`src/rtl/drum_result_expander_pkg.sv`:
```
// Shared DRUM datapath constants: default operand/mantissa/shift widths and the max-shift helper.
// The truncation front end imports the same package so both ends agree on widths.
package drum_result_expander_pkg;

   localparam int unsigned DrumN  = 8;
   localparam int unsigned DrumK  = 4;
   localparam int unsigned DrumSw = 3;

   localparam int unsigned DrumPw    = 2 * DrumK;
   localparam int unsigned DrumRw    = 2 * DrumN;
   localparam int unsigned DrumMaxSh = DrumN - DrumK;

   function automatic int unsigned drum_max_shift(input int unsigned n, input int unsigned k);
      return n - k;
   endfunction

endpackage

```
`src/rtl/drum_barrel_shifter.sv`:
```
// Combinational logarithmic left shifter: zero-extends a PW-bit value to RW bits and shifts it
// left by i_shift, one mux stage per shift bit.
module drum_barrel_shifter #(
   parameter int unsigned PW  = 8,
   parameter int unsigned SHW = 4,
   parameter int unsigned RW  = 16
) (
   input  logic [PW-1:0]  i_data,
   input  logic [SHW-1:0] i_shift,
   output logic [RW-1:0]  o_data
);

   logic [RW-1:0] w_stage [0:SHW];

   assign w_stage[0] = RW'(i_data);

   for (genvar s = 0; s < SHW; s++) begin : g_stage
      assign w_stage[s+1] = i_shift[s] ? (w_stage[s] << (2 ** s)) : w_stage[s];
   end

   assign o_data = w_stage[SHW];

endmodule

```
`src/rtl/drum_result_expander.sv`:
```
// DRUM back end: two-stage back-pressured pipeline that shifts the KxK mantissa product back
// to a 2N-bit result. Define DRUM_EXPANDER_RANGE_CHECK_EN to flag and zero out-of-range shifts.
module drum_result_expander
   import drum_result_expander_pkg::*;
#(
   parameter int unsigned N  = DrumN,
   parameter int unsigned K  = DrumK,
   parameter int unsigned SW = DrumSw
) (
   input  logic              clk,
   input  logic              rst_n,
   input  logic              in_valid,
   output logic              in_ready,
   input  logic [2*K-1:0]    in_prod,
   input  logic [SW-1:0]     in_sh_a,
   input  logic [SW-1:0]     in_sh_b,
   output logic              out_valid,
   input  logic              out_ready,
   output logic [2*N-1:0]    out_result,
   output logic              out_err
);

   localparam int unsigned PW    = 2 * K;
   localparam int unsigned RW    = 2 * N;
   localparam int unsigned MaxSh = drum_max_shift(N, K);

   logic          w_s1_adv;
   logic          w_s2_adv;
   logic [SW:0]   w_sh_sum;
   logic [RW-1:0] w_shifted;
   logic [RW-1:0] w_s2_result_d;

   logic          r_s1_valid;
   logic [PW-1:0] r_s1_prod;
   logic [SW:0]   r_s1_sh_sum;
   logic          r_s2_valid;
   logic [RW-1:0] r_s2_result;

   // The only combinational input-to-output path: out_ready -> in_ready.
   assign w_s2_adv = !r_s2_valid || out_ready;
   assign w_s1_adv = !r_s1_valid || w_s2_adv;
   assign in_ready = w_s1_adv;

   assign w_sh_sum = {1'b0, in_sh_a} + {1'b0, in_sh_b};

   always_ff @(posedge clk or negedge rst_n) begin
      if (!rst_n) begin
         r_s1_valid  <= 1'b0;
         r_s1_prod   <= '0;
         r_s1_sh_sum <= '0;
      end else if (w_s1_adv) begin
         r_s1_valid <= in_valid;
         if (in_valid) begin
            r_s1_prod   <= in_prod;
            r_s1_sh_sum <= w_sh_sum;
         end
      end
   end

   drum_barrel_shifter #(
      .PW  (PW),
      .SHW (SW + 1),
      .RW  (RW)
   ) u_shifter (
      .i_data  (r_s1_prod),
      .i_shift (r_s1_sh_sum),
      .o_data  (w_shifted)
   );

`ifdef DRUM_EXPANDER_RANGE_CHECK_EN
   logic w_bad;
   logic r_s1_bad;
   logic r_s2_err;

   assign w_bad = (in_sh_a > SW'(MaxSh)) || (in_sh_b > SW'(MaxSh));

   always_ff @(posedge clk or negedge rst_n) begin
      if (!rst_n) begin
         r_s1_bad <= 1'b0;
         r_s2_err <= 1'b0;
      end else begin
         if (w_s1_adv && in_valid) begin
            r_s1_bad <= w_bad;
         end
         if (w_s2_adv && r_s1_valid) begin
            r_s2_err <= r_s1_bad;
         end
      end
   end

   assign w_s2_result_d = r_s1_bad ? '0 : w_shifted;
   assign out_err       = r_s2_err;
`else
   assign w_s2_result_d = w_shifted;
   assign out_err       = 1'b0;
`endif

   always_ff @(posedge clk or negedge rst_n) begin
      if (!rst_n) begin
         r_s2_valid  <= 1'b0;
         r_s2_result <= '0;
      end else if (w_s2_adv) begin
         r_s2_valid <= r_s1_valid;
         if (r_s1_valid) begin
            r_s2_result <= w_s2_result_d;
         end
      end
   end

   assign out_valid  = r_s2_valid;
   assign out_result = r_s2_result;

endmodule

```
`config.mk`:
```
export PLATFORM = sky130hd
export DESIGN_NAME = drum_result_expander
export DESIGN_NICKNAME = d
export VERILOG_FILES = /design/src/rtl/drum_result_expander_pkg.sv /design/src/rtl/drum_barrel_shifter.sv /design/src/rtl/drum_result_expander.sv
export SDC_FILE = /design/constraint.sdc
export NUM_CORES = 1
export LEC_CHECK = 0
export ABC_AREA = 1
export CAP_MARGIN = 0
export CORE_MARGIN = 2
export CORE_UTILIZATION = 26
export DETAILED_ROUTE_END_ITERATION = 12
export SETUP_SLACK_MARGIN = 0.15
export SLEW_MARGIN = 20
export SYNTH_ARGS = -nofsm -noshare
export SYNTH_HDL_FRONTEND = slang
export SYNTH_SLANG_ARGS = --single-unit
```
`constraint.sdc`:
```
create_clock -name clk -period 1.7 [get_ports clk]
set_input_delay 0.17 -clock clk [delete_from_list [all_inputs] [get_ports clk]]
set_output_delay 0.17 -clock clk [all_outputs]
set_load 0.03 [all_outputs]
```
==> impl_metrics.yaml, run 1 <==
timing:
  rsz0062_at_grt: "false"
  hold_viol: 0
  clock_skew_ns: 0.004252
  setup_viol: 0
  hold_slack_ns: 0.2781
  fmax_mhz: 673.7
  slew_violations: 0
  setup_slack_ns: 0.2156
  fin_crit_sh: 0.8732
  fin_crit_ns: 1.484
  fin_tns_setup_ns: 0
cts:
  clock_tree.buffer_depth: 2
  post_cts_buffers: 0
  cts-root-buf: "clkbuf_8"
  cts-buffers-inserted: 5
  insertion_delay_ns: 0.28
  cts_sinks: 30
  cts_tree: "done"
  htree_levels: 2
  clkSlewWorstSetupHoldPaths_ns: 0.06
yosys:
  avgSynthCellArea_um2: 7.918
  synth-adder-area-share: 0.03412
  synth-xor-area-share: 0.005193
  ys_top_cells_by_count: "91 x nand2_1, 30 x dfrtp_1, 29 x nand3_1, 12 x nor2_1"
  synth_area_leaders: "dfrtp_1 45%, nand2_1 20%, nand3_1 8.6%"
  synthMostInstantiatedCell: "nand2_1"
  synth_top_cell_by_area: "dfrtp_1"
  synth-main-ff-cell: "dfrtp_1"
  synth.distinct_cells: 27
  synth_compound_area_frac: 0.04303
  synth_area_um2: 1687
  netlist_instances: 213
  synthMuxAreaShare: 0
  synthArstFlopShare: 1.000
  yosys.area_share.simple: 0.3902
  synth_edf_count: 0
  synth_warnings: 0
  synth_top_cell_area_share: 0.4451
  synth_top_family_by_area: "simple AND/OR/NAND/NOR gates"
  synth_nets: 235
  ys_seq_elements: 30
  ys_seq_area_frac: 0.4451
global_routing:
  gr-total-overflow: 0
  antenna_found_initial: 0
  grt_usage: 0.1149
  grt_pass1_vias: 1341
  grt_pass1_wl_mm: 6.589
  grt_max_degree: 31
drt:
  num_vias: 1464
  drtIter0Drc: 73
  routed_wl_mm: 3.658
  drtAntennaViolNets: 0
  dr.pass1.iters: 4
  drc: 0
  avgViaCountPerCell: 4.477
  wl_per_cell_um: 11.19
setup_path:
  cp_slowest_cell: "clkdlybuf4s50_1"
  r2r_start: "r_s1_sh_sum[0]$_DFFE_PN0P_"
  startpoint_type: "register"
  critPathCaptureType: "primary output"
  worst-endpoint-arrival_ns: 1.31
  r2r_slack_ns: 0.37
  slowest_delay_ns: 0.67
  worstReg2RegEnd: "out_result[13]$_DFFE_PN0P_"
  cp.buffers_inverters: 1
  crit_chain: "clkdlybuf4s50_1"
  cp.required_ns: 1.53
  reg2reg_depth: 7
  critical-path-top-delay-family: "buffers and inverters"
  worstSetupPathType: "reg2out"
  worstPathMaxFanout: 2
placed_design:
  io_buffers: 35
  place_area_um2: 2072
  gp_congestion: 0.8454
  dp_cells: 319
  dp_hpwl_mm: 2.815
  dpl_worst_slack_ns: 0.09648
floorplan:
  core_um2: 6314
  die_area_um2: 7147
  die_x_um: 84.54
  rows: 29
  die_y_um: 84.54
  io_pins: 37
  initial_core_util: 0.2671
finish:
  drive_above_1_share: 0.1200
  antennaDiodeCount: 0
  final_nets: 271
  areaGrowthSynthToFinish_pct: 28.34
  nFillCells: 708
  final_util: 0.3428
  fin_cells: 327
  final_cell_area_um2: 2165
flow_run:
  drv_cap: 0
power_and_ir_drop:
  p_per_area_nw_per_um2: 1303
  power_mw: 2.821
  cellLeakagePower_nw: 1.061
  vdd_drop_max_uv: 607.3
run_status:
  status: "finished, final reports clean"
worst_hold_path:
  hold_path.class: "in2async"
[metal layers]
layer  share of wire  track usage
met4           0.017      0.04329
met1            0.52       0.1672
met5               0            0
met3           0.047      0.03048
met2            0.42       0.1625
[worst max-delay path by stage]
| stage | to | depth (start not counted) | slack (ns) | from |
|---|---|---|---|---|
| after floorplan | r_s1_prod[0]$_DFFE_PN0P_ | 6 | 0.36 | out_valid$_DFFE_PN0P_ |
| after global placement | in_ready | 4 | 0.10 | out_ready |
| after detailed placement | in_ready | 4 | 0.1 | out_ready |
| after CTS | out_valid | 1 | 0.17 | out_valid$_DFFE_PN0P_ |
| after global routing | out_result[12] | 1 | 0.17 | out_result[12]$_DFFE_PN0P_ |
| final | out_result[12] | 1 | 0.22 | out_result[12]$_DFFE_PN0P_ |
[logic make-up (layout without fill, tap and decap cells)]
| kind of cell | after synthesis | in the layout |
|---|---|---|
| AO/OA/AOI/OAI | 12 | 12 |
| XOR/XNOR | 1 | 1 |
| adder cells (fa/ha/maj) | 4 | 4 |
| buffers and inverters | 20 | 57 |
| flip-flops | 30 | 30 |
| other | 1 | 1 |
| AND/OR/NAND/NOR | 145 | 145 |
[layout by cell type (no fill, tap or decap), types with 4 or more instances in the layout]
| master | instances |
|---|---|
| nand2_1 | 91 |
| dfrtp_1 | 30 |
| inv_1 | 5 |
| nand3_1 | 29 |
| inv_2 | 4 |
| nand3_2 | 5 |
| clkbuf_8 | 6 |
| clkdlybuf4s50_1 | 33 |
| nor2_1 | 12 |
[layout make-up]
cell class	instances	area, um2	area share
flip-flops and latches	30	750.7	0.3468
well taps	77	96.34	0.04451
repair buffers	38	374.1	0.1728
multi-input cells	163	800.8	0.3699
clock inverters	1	5.005	0.002312
inverters	11	51.30	0.02370
clock buffers	7	86.33	0.03988
[sequential cells by signal, indices dropped and copies added (netlist names)]
name / flops
out_valid: 1
r_s1_sh_sum: 4
r_s1_prod: 8
r_s1_valid: 1
out_result: 16
[repair_timing]
| item | CTS | global route |
|---|---|---|
| hold endpoints to repair | 0 | 0 |
| setup endpoints to repair | 1 | 1 |
| gates resized for setup | 1 | 1 |
| hold buffers | 0 | 0 |
[power breakdown]
group | internal [mW] | switching [mW] | total, mW
clock network | 0.326 | 0.259 | 0.585
logic | 0.465 | 0.733 | 1.20
registers | 0.891 | 0.147 | 1.04
Note: power is estimated with default switching activity, not from simulation.
==> run 2: changes to the inputs <==
--- a/config.mk
+++ b/config.mk
@@ -9,6 +9,7 @@
 export CAP_MARGIN = 0
 export CORE_MARGIN = 2
 export CORE_UTILIZATION = 26
+export CTS_CLUSTER_SIZE = 25
 export DETAILED_ROUTE_END_ITERATION = 12
 export SETUP_SLACK_MARGIN = 0.15
 export SLEW_MARGIN = 20
==> results of run 2 <==
Same layout as run 1: the final DEF is identical, and so are final timing and power.
